[src/rtl/gsm_sched_pkg.sv]
`default_nettype none
// ============================================================================
// Module   : gsm_sched_pkg
// Brief    : Shared types and default geometry for the GSM FIR phase scheduler.
// Revision : 1.0 - initial release
// ============================================================================
package gsm_sched_pkg;

    localparam int c_NPHASE   = 4;
    localparam int c_NMULT    = 13;
    localparam int c_NTAP     = 51;
    localparam int c_MULT_LAT = 2;
    localparam int c_PHASE_W  = $clog2(c_NPHASE);

    typedef enum logic [1:0] {
        S_IDLE = 2'd0,
        S_RUN  = 2'd1,
        S_HOLD = 2'd2
    } sched_state_t;

endpackage : gsm_sched_pkg
`default_nettype wire

[src/rtl/gsm_sched_dly.sv]
`default_nettype none
// ============================================================================
// Module   : gsm_sched_dly
// Brief    : DEPTH-stage shift register with synchronous clear; aligns the
//            lane valid/first/last flags with the multiplier product.
// Revision : 1.0 - initial release
// ============================================================================
module gsm_sched_dly
    import gsm_sched_pkg::*;
#(
    parameter int DEPTH = c_MULT_LAT,
    parameter int WIDTH = 3
) (
    input  logic             clk,
    input  logic             rst,
    input  logic             i_clr,
    input  logic [WIDTH-1:0] i_d,
    output logic [WIDTH-1:0] o_q
);

    logic [DEPTH*WIDTH-1:0] r_sr;

    generate
        if (DEPTH == 1) begin : g_single
            always_ff @(posedge clk) begin
                if (rst || i_clr) begin
                    r_sr <= '0;
                end else begin
                    r_sr <= i_d;
                end
            end
        end else begin : g_multi
            always_ff @(posedge clk) begin
                if (rst || i_clr) begin
                    r_sr <= '0;
                end else begin
                    r_sr <= {r_sr[(DEPTH-1)*WIDTH-1:0], i_d};
                end
            end
        end
    endgenerate

    assign o_q = r_sr[DEPTH*WIDTH-1 -: WIDTH];

endmodule : gsm_sched_dly
`default_nettype wire

[src/rtl/gsm_mult_phase_sched.sv]
`default_nettype none
// ============================================================================
// Module   : gsm_mult_phase_sched
// Brief    : Phase scheduler for the time-shared-multiplier GSM FIR; tracks
//            sam_clk_en, drives mux/accumulator controls, recovers from bad
//            strobe timing. Define GSM_SCHED_STATS_EN for the error counter.
// Revision : 1.0 - initial release
// ============================================================================
module gsm_mult_phase_sched
    import gsm_sched_pkg::*;
#(
    parameter int NPHASE   = c_NPHASE,
    parameter int NMULT    = c_NMULT,
    parameter int NTAP     = c_NTAP,
    parameter int MULT_LAT = c_MULT_LAT
) (
    input  logic                      sys_clk,
    input  logic                      reset,
    input  logic                      sam_clk_en,
    output logic [$clog2(NPHASE)-1:0] phase,
    output logic                      ctr_mask,
    output logic                      acc_first,
    output logic                      acc_en,
    output logic                      y_load,
    output logic                      locked,
    output logic                      sync_err,
    output logic [15:0]               sync_err_cnt
);

    localparam int              c_PW      = $clog2(NPHASE);
    localparam logic [c_PW-1:0] c_PH_LAST = c_PW'(NPHASE - 1);

    sched_state_t    r_state;
    sched_state_t    w_state_nxt;
    logic [c_PW-1:0] r_phase;
    logic [c_PW-1:0] w_phase_nxt;
    logic            r_sync_err;
    logic            r_strobe_q;
    logic            w_early;
    logic            w_late;
    logic            w_lane_valid;
    logic [2:0]      w_dly_d;
    logic [2:0]      w_dly_q;

    always_ff @(posedge sys_clk) begin
        if (reset) begin
            r_state    <= S_IDLE;
            r_phase    <= c_PH_LAST;
            r_sync_err <= 1'b0;
            r_strobe_q <= 1'b0;
        end else begin
            r_state    <= w_state_nxt;
            r_phase    <= w_phase_nxt;
            r_sync_err <= w_early | w_late;
            r_strobe_q <= sam_clk_en;
        end
    end

    always_comb begin
        w_state_nxt = r_state;
        w_early     = 1'b0;
        w_late      = 1'b0;
        w_phase_nxt = r_phase;
        case (r_state)
            S_IDLE: begin
                if (sam_clk_en) w_state_nxt = S_RUN;
            end
            S_RUN: begin
                if (sam_clk_en) begin
                    w_early = (r_phase != c_PH_LAST);
                end else if (r_phase == c_PH_LAST) begin
                    w_late      = 1'b1;
                    w_state_nxt = S_HOLD;
                end
            end
            S_HOLD: begin
                if (sam_clk_en) w_state_nxt = S_RUN;
            end
            default: w_state_nxt = S_IDLE;
        endcase
        // A strobe always realigns the phase, whatever the state.
        if (sam_clk_en) begin
            w_phase_nxt = '0;
        end else if (r_state == S_RUN && r_phase != c_PH_LAST) begin
            w_phase_nxt = r_phase + c_PW'(1);
        end
    end

    assign w_lane_valid = (r_state == S_RUN) || r_strobe_q;

    assign w_dly_d[2] = w_lane_valid;
    assign w_dly_d[1] = w_lane_valid && (r_phase == '0);
    assign w_dly_d[0] = w_lane_valid && (r_phase == c_PH_LAST) && !w_early;

    // An early strobe abandons the partial sum still travelling to the accumulators.
    gsm_sched_dly #(
        .DEPTH (MULT_LAT),
        .WIDTH (3)
    ) u_dly (
        .clk   (sys_clk),
        .rst   (reset),
        .i_clr (w_early),
        .i_d   (w_dly_d),
        .o_q   (w_dly_q)
    );

    assign phase     = r_phase;
    assign ctr_mask  = (((NMULT - 1) * NPHASE) + int'(r_phase)) >= NTAP;
    assign acc_en    = w_dly_q[2];
    assign acc_first = w_dly_q[1];
    assign y_load    = w_dly_q[0];
    assign locked    = (r_state == S_RUN);
    assign sync_err  = r_sync_err;

`ifdef GSM_SCHED_STATS_EN
    logic [15:0] r_err_cnt;

    always_ff @(posedge sys_clk) begin
        if (reset) begin
            r_err_cnt <= 16'd0;
        end else if ((w_early || w_late) && r_err_cnt != 16'hFFFF) begin
            r_err_cnt <= r_err_cnt + 16'd1;
        end
    end

    assign sync_err_cnt = r_err_cnt;
`else
    assign sync_err_cnt = 16'd0;
`endif

endmodule : gsm_mult_phase_sched
`default_nettype wire

[config.mk]
export PLATFORM = sky130hd
export DESIGN_NAME = gsm_mult_phase_sched
export DESIGN_NICKNAME = d
export VERILOG_FILES = /design/src/rtl/gsm_sched_pkg.sv /design/src/rtl/gsm_sched_dly.sv /design/src/rtl/gsm_mult_phase_sched.sv
export SDC_FILE = /design/constraint.sdc
export NUM_CORES = 1
export LEC_CHECK = 0
export BUFFER_PORTS_ARGS = -buffer_cell sky130_fd_sc_hd__buf_2
export CORE_MARGIN = 2
export CORE_UTILIZATION = 45
export CTS_BUF_LIST = sky130_fd_sc_hd__clkbuf_2
export DETAILED_ROUTE_END_ITERATION = 10
export PLACE_DENSITY = 0.81
export SLEW_MARGIN = 30
export SYNTH_ARGS = -nofsm -noshare
export SYNTH_HDL_FRONTEND = slang
export SYNTH_HIERARCHICAL = 1
export SYNTH_SLANG_ARGS = --single-unit
export TNS_END_PERCENT = 50
[constraint.sdc]
create_clock -name sys_clk -period 1.74 [get_ports sys_clk]
set_clock_uncertainty 0.1 [all_clocks]
set_input_delay 0.261 -clock sys_clk [delete_from_list [all_inputs] [get_ports sys_clk]]
set_output_delay 0.261 -clock sys_clk [all_outputs]
set_load 0.02 [all_outputs]
==> reports/results.ini <==
[floorplanning]
die_area_mm2=0.00166
rows=13
placeableCoreArea_mm2=0.00128
start_util_pct=47.3
pin_count=27
die_w_um=40.8
die_h_um=40.8

[cts]
insertion_delay_ns=0.25
cts_max_level=1
numCtsBuffers=3
cts_root_buf=clkbuf_2
path_clk_slew_ns=0.10
clock-sinks=12
cts.path.max_buffers=2
cts_resized=0
cts_tree=built
post_cts_buffers=0
ctsHoldBuffers=0

[synthesis]
synth_most_common_cell=buf_4
synth_area_um2=608
async_reset_ff_share_pct=0
syn-instance-count=63
yosysTopAreaCellShare_pct=39.5
ys.flop_type=dfxtp_1
synth-edff-count=0
synth_area_leaders=dfxtp_1 40%, buf_4 23%, nor3b_1 7.4%, ha_1 4.1%, nor3b_4 3.1%
synthTopCellsByCount=19 x buf_4, 12 x dfxtp_1, 6 x nor3b_1
seq_area_frac_synth_pct=39.5
ys_ff_latch=12
synth.avg_cell_area_um2=9.65
yosys.area.top_type=dfxtp_1
yosysWarningCount=6
synth_cell_types=20

[finish]
layout.cells.non_filler=87
nets=79
stdcell_area_um2=606
nFillCells=133
drive_above_1_share_pct=23.6
n_antenna_cell=0
syn2layout_area_growth_pct=-0.411

[route]
wl_per_cell_um=9.14
drt-pass1-iter-count=2
wl_met3_um=64
via_per_inst=4.22
drcViolationCount=0
drtIter0Drc=1
wl_met1_um=338
vias=367
ant_nets=0
routed_wl_um=795
route.met2.wl_um=392
top_layer=met3

[sta]
period_needed_ns=1.55
rsz0062_at_grt=no
fmax_mhz=644
fin_crit_sh_pct=89.2
fin_setup_tns_ns=0
drv_slew=0
finalHoldViolCount=0
setup_viol=0

[setup_path]
critPathMaxFanout=5
arrival_ns=1.19
crit_type=reg -> out
critPathSlowestCell=dfxtp_1
worst_setup_path_end_kind=primary output
critPathLaunchType=register
max_stage_delay_ns=0.40
worstPathRequired_ns=1.38
path_cells=ha_1 -> buf_2

[place]
portBuffers=10
gp_congestion=0.698
place_inst=84
placed_area_um2=591
hpwl_um=623

[grt]
grt_pass1_wl_um=1240
grt_usage_pct=12.4
first_global_vias=305
antenna_found_initial=0
grt_max_degree=13
grt_remaining_overflow=0

[pwr]
p_per_area_mw_per_mm2=895
p_leak_uw=0.000306
ir_drop_mv=0.390

[min_path]
worst_hold_path_type=in -> reg

[run_status]
status=finished, final reports clean

[job]
maxCapViolCount=0

==> metal layers <==
layer	vias up	global-route usage, %
li1	186	-
met1	165	10.8
met2	16	20.6
met3	0	8.70
met4	0	7.50
met5	-	0
==> sequential cells by signal (all words and copies together), names as in the netlist <==
signal,count
u_dly/r_sr,6
phase,2
r_state,2
r_strobe_q,1
sync_err,1
==> placed cells by master, fill, tap and decap left out <==
cell / Yosys / routed
nor3b_1: 6 / 6
conb_1: 1 / 16
nor3_1: 1 / 1
xnor2_1: 1 / 1
buf_2: 0 / 10
and2_2: 1 / 1
and2b_2: 1 / 1
inv_1: 4 / 4
o21bai_1: 2 / 2
ha_1: 2 / 2
mux2i_1: 1 / 1
nor2b_1: 2 / 2
nor2_1: 3 / 3
a21oi_1: 2 / 2
a211oi_1: 1 / 1
dfxtp_1: 12 / 12
xor2_1: 1 / 1
clkbuf_2: 0 / 3
nor2b_2: 1 / 1
nand2_1: 1 / 1
nor3b_4: 1 / 1
==> layout make-up <==
cell class | instances | area, um2 | area share (%)
flip-flops and latches | 12 | 240 | 39.7
well taps | 15 | 18.8 | 3.10
clock buffers | 3 | 15.0 | 2.48
repair buffers | 10 | 50.0 | 8.26
inverters | 4 | 15.0 | 2.48
multi-input cells | 43 | 267 | 44.0
==> final timing paths <==
kind	to	slack, ns	cells after the start	startpoint
worst max register to register	u_dly/r_sr[4]	0.31	4	phase[0]
worst min-delay path	r_state[1]	0.17	2	sam_clk_en
worst min register to register	u_dly/r_sr[4]	0.37	1	u_dly/r_sr[1]
worst max-delay path	ctr_mask	0.19	2	phase[0]
==> worst max-delay path, delay by kind of cell (launching register included) <==
| family | cells | cell delay (ns) |
|---|---|---|
| flops | 1 | 0.40 |
| fa+ha+maj | 1 | 0.32 |
| buf+inv | 1 | 0.22 |
==> where the power goes <==
part	internal (uW)	total, uW	switching (uW)	leakage (uW)
registers	290	299	9.15	0.0000987
clock network	47.0	126	78.7	0.0000125
logic	36.1	117	81.3	0.000195
==> metrics by stage <==
stage	total power (uW)	worst slack, ns	hold slack, ns	utilization [%]
detailed placement	423	0.324	0.348	46.0
global placement	420	0.383	0.345	46.0
CTS	554	0.156	0.146	47.1
floorplan	426	0.168	0.233	-
global route	580	0.0826	0.159	47.1
finish	542	0.188	0.172	47.1
==> kinds of logic after synthesis <==
family          synth area share [%]
flops                           39.5
other cells                    0.617
fa+ha+maj                       4.11
compound gates                  5.35
xor+xnor                        2.88
buf+inv                         25.9
mux                             1.65
simple gates                    20.0
Power figures use the tool's default switching activity.
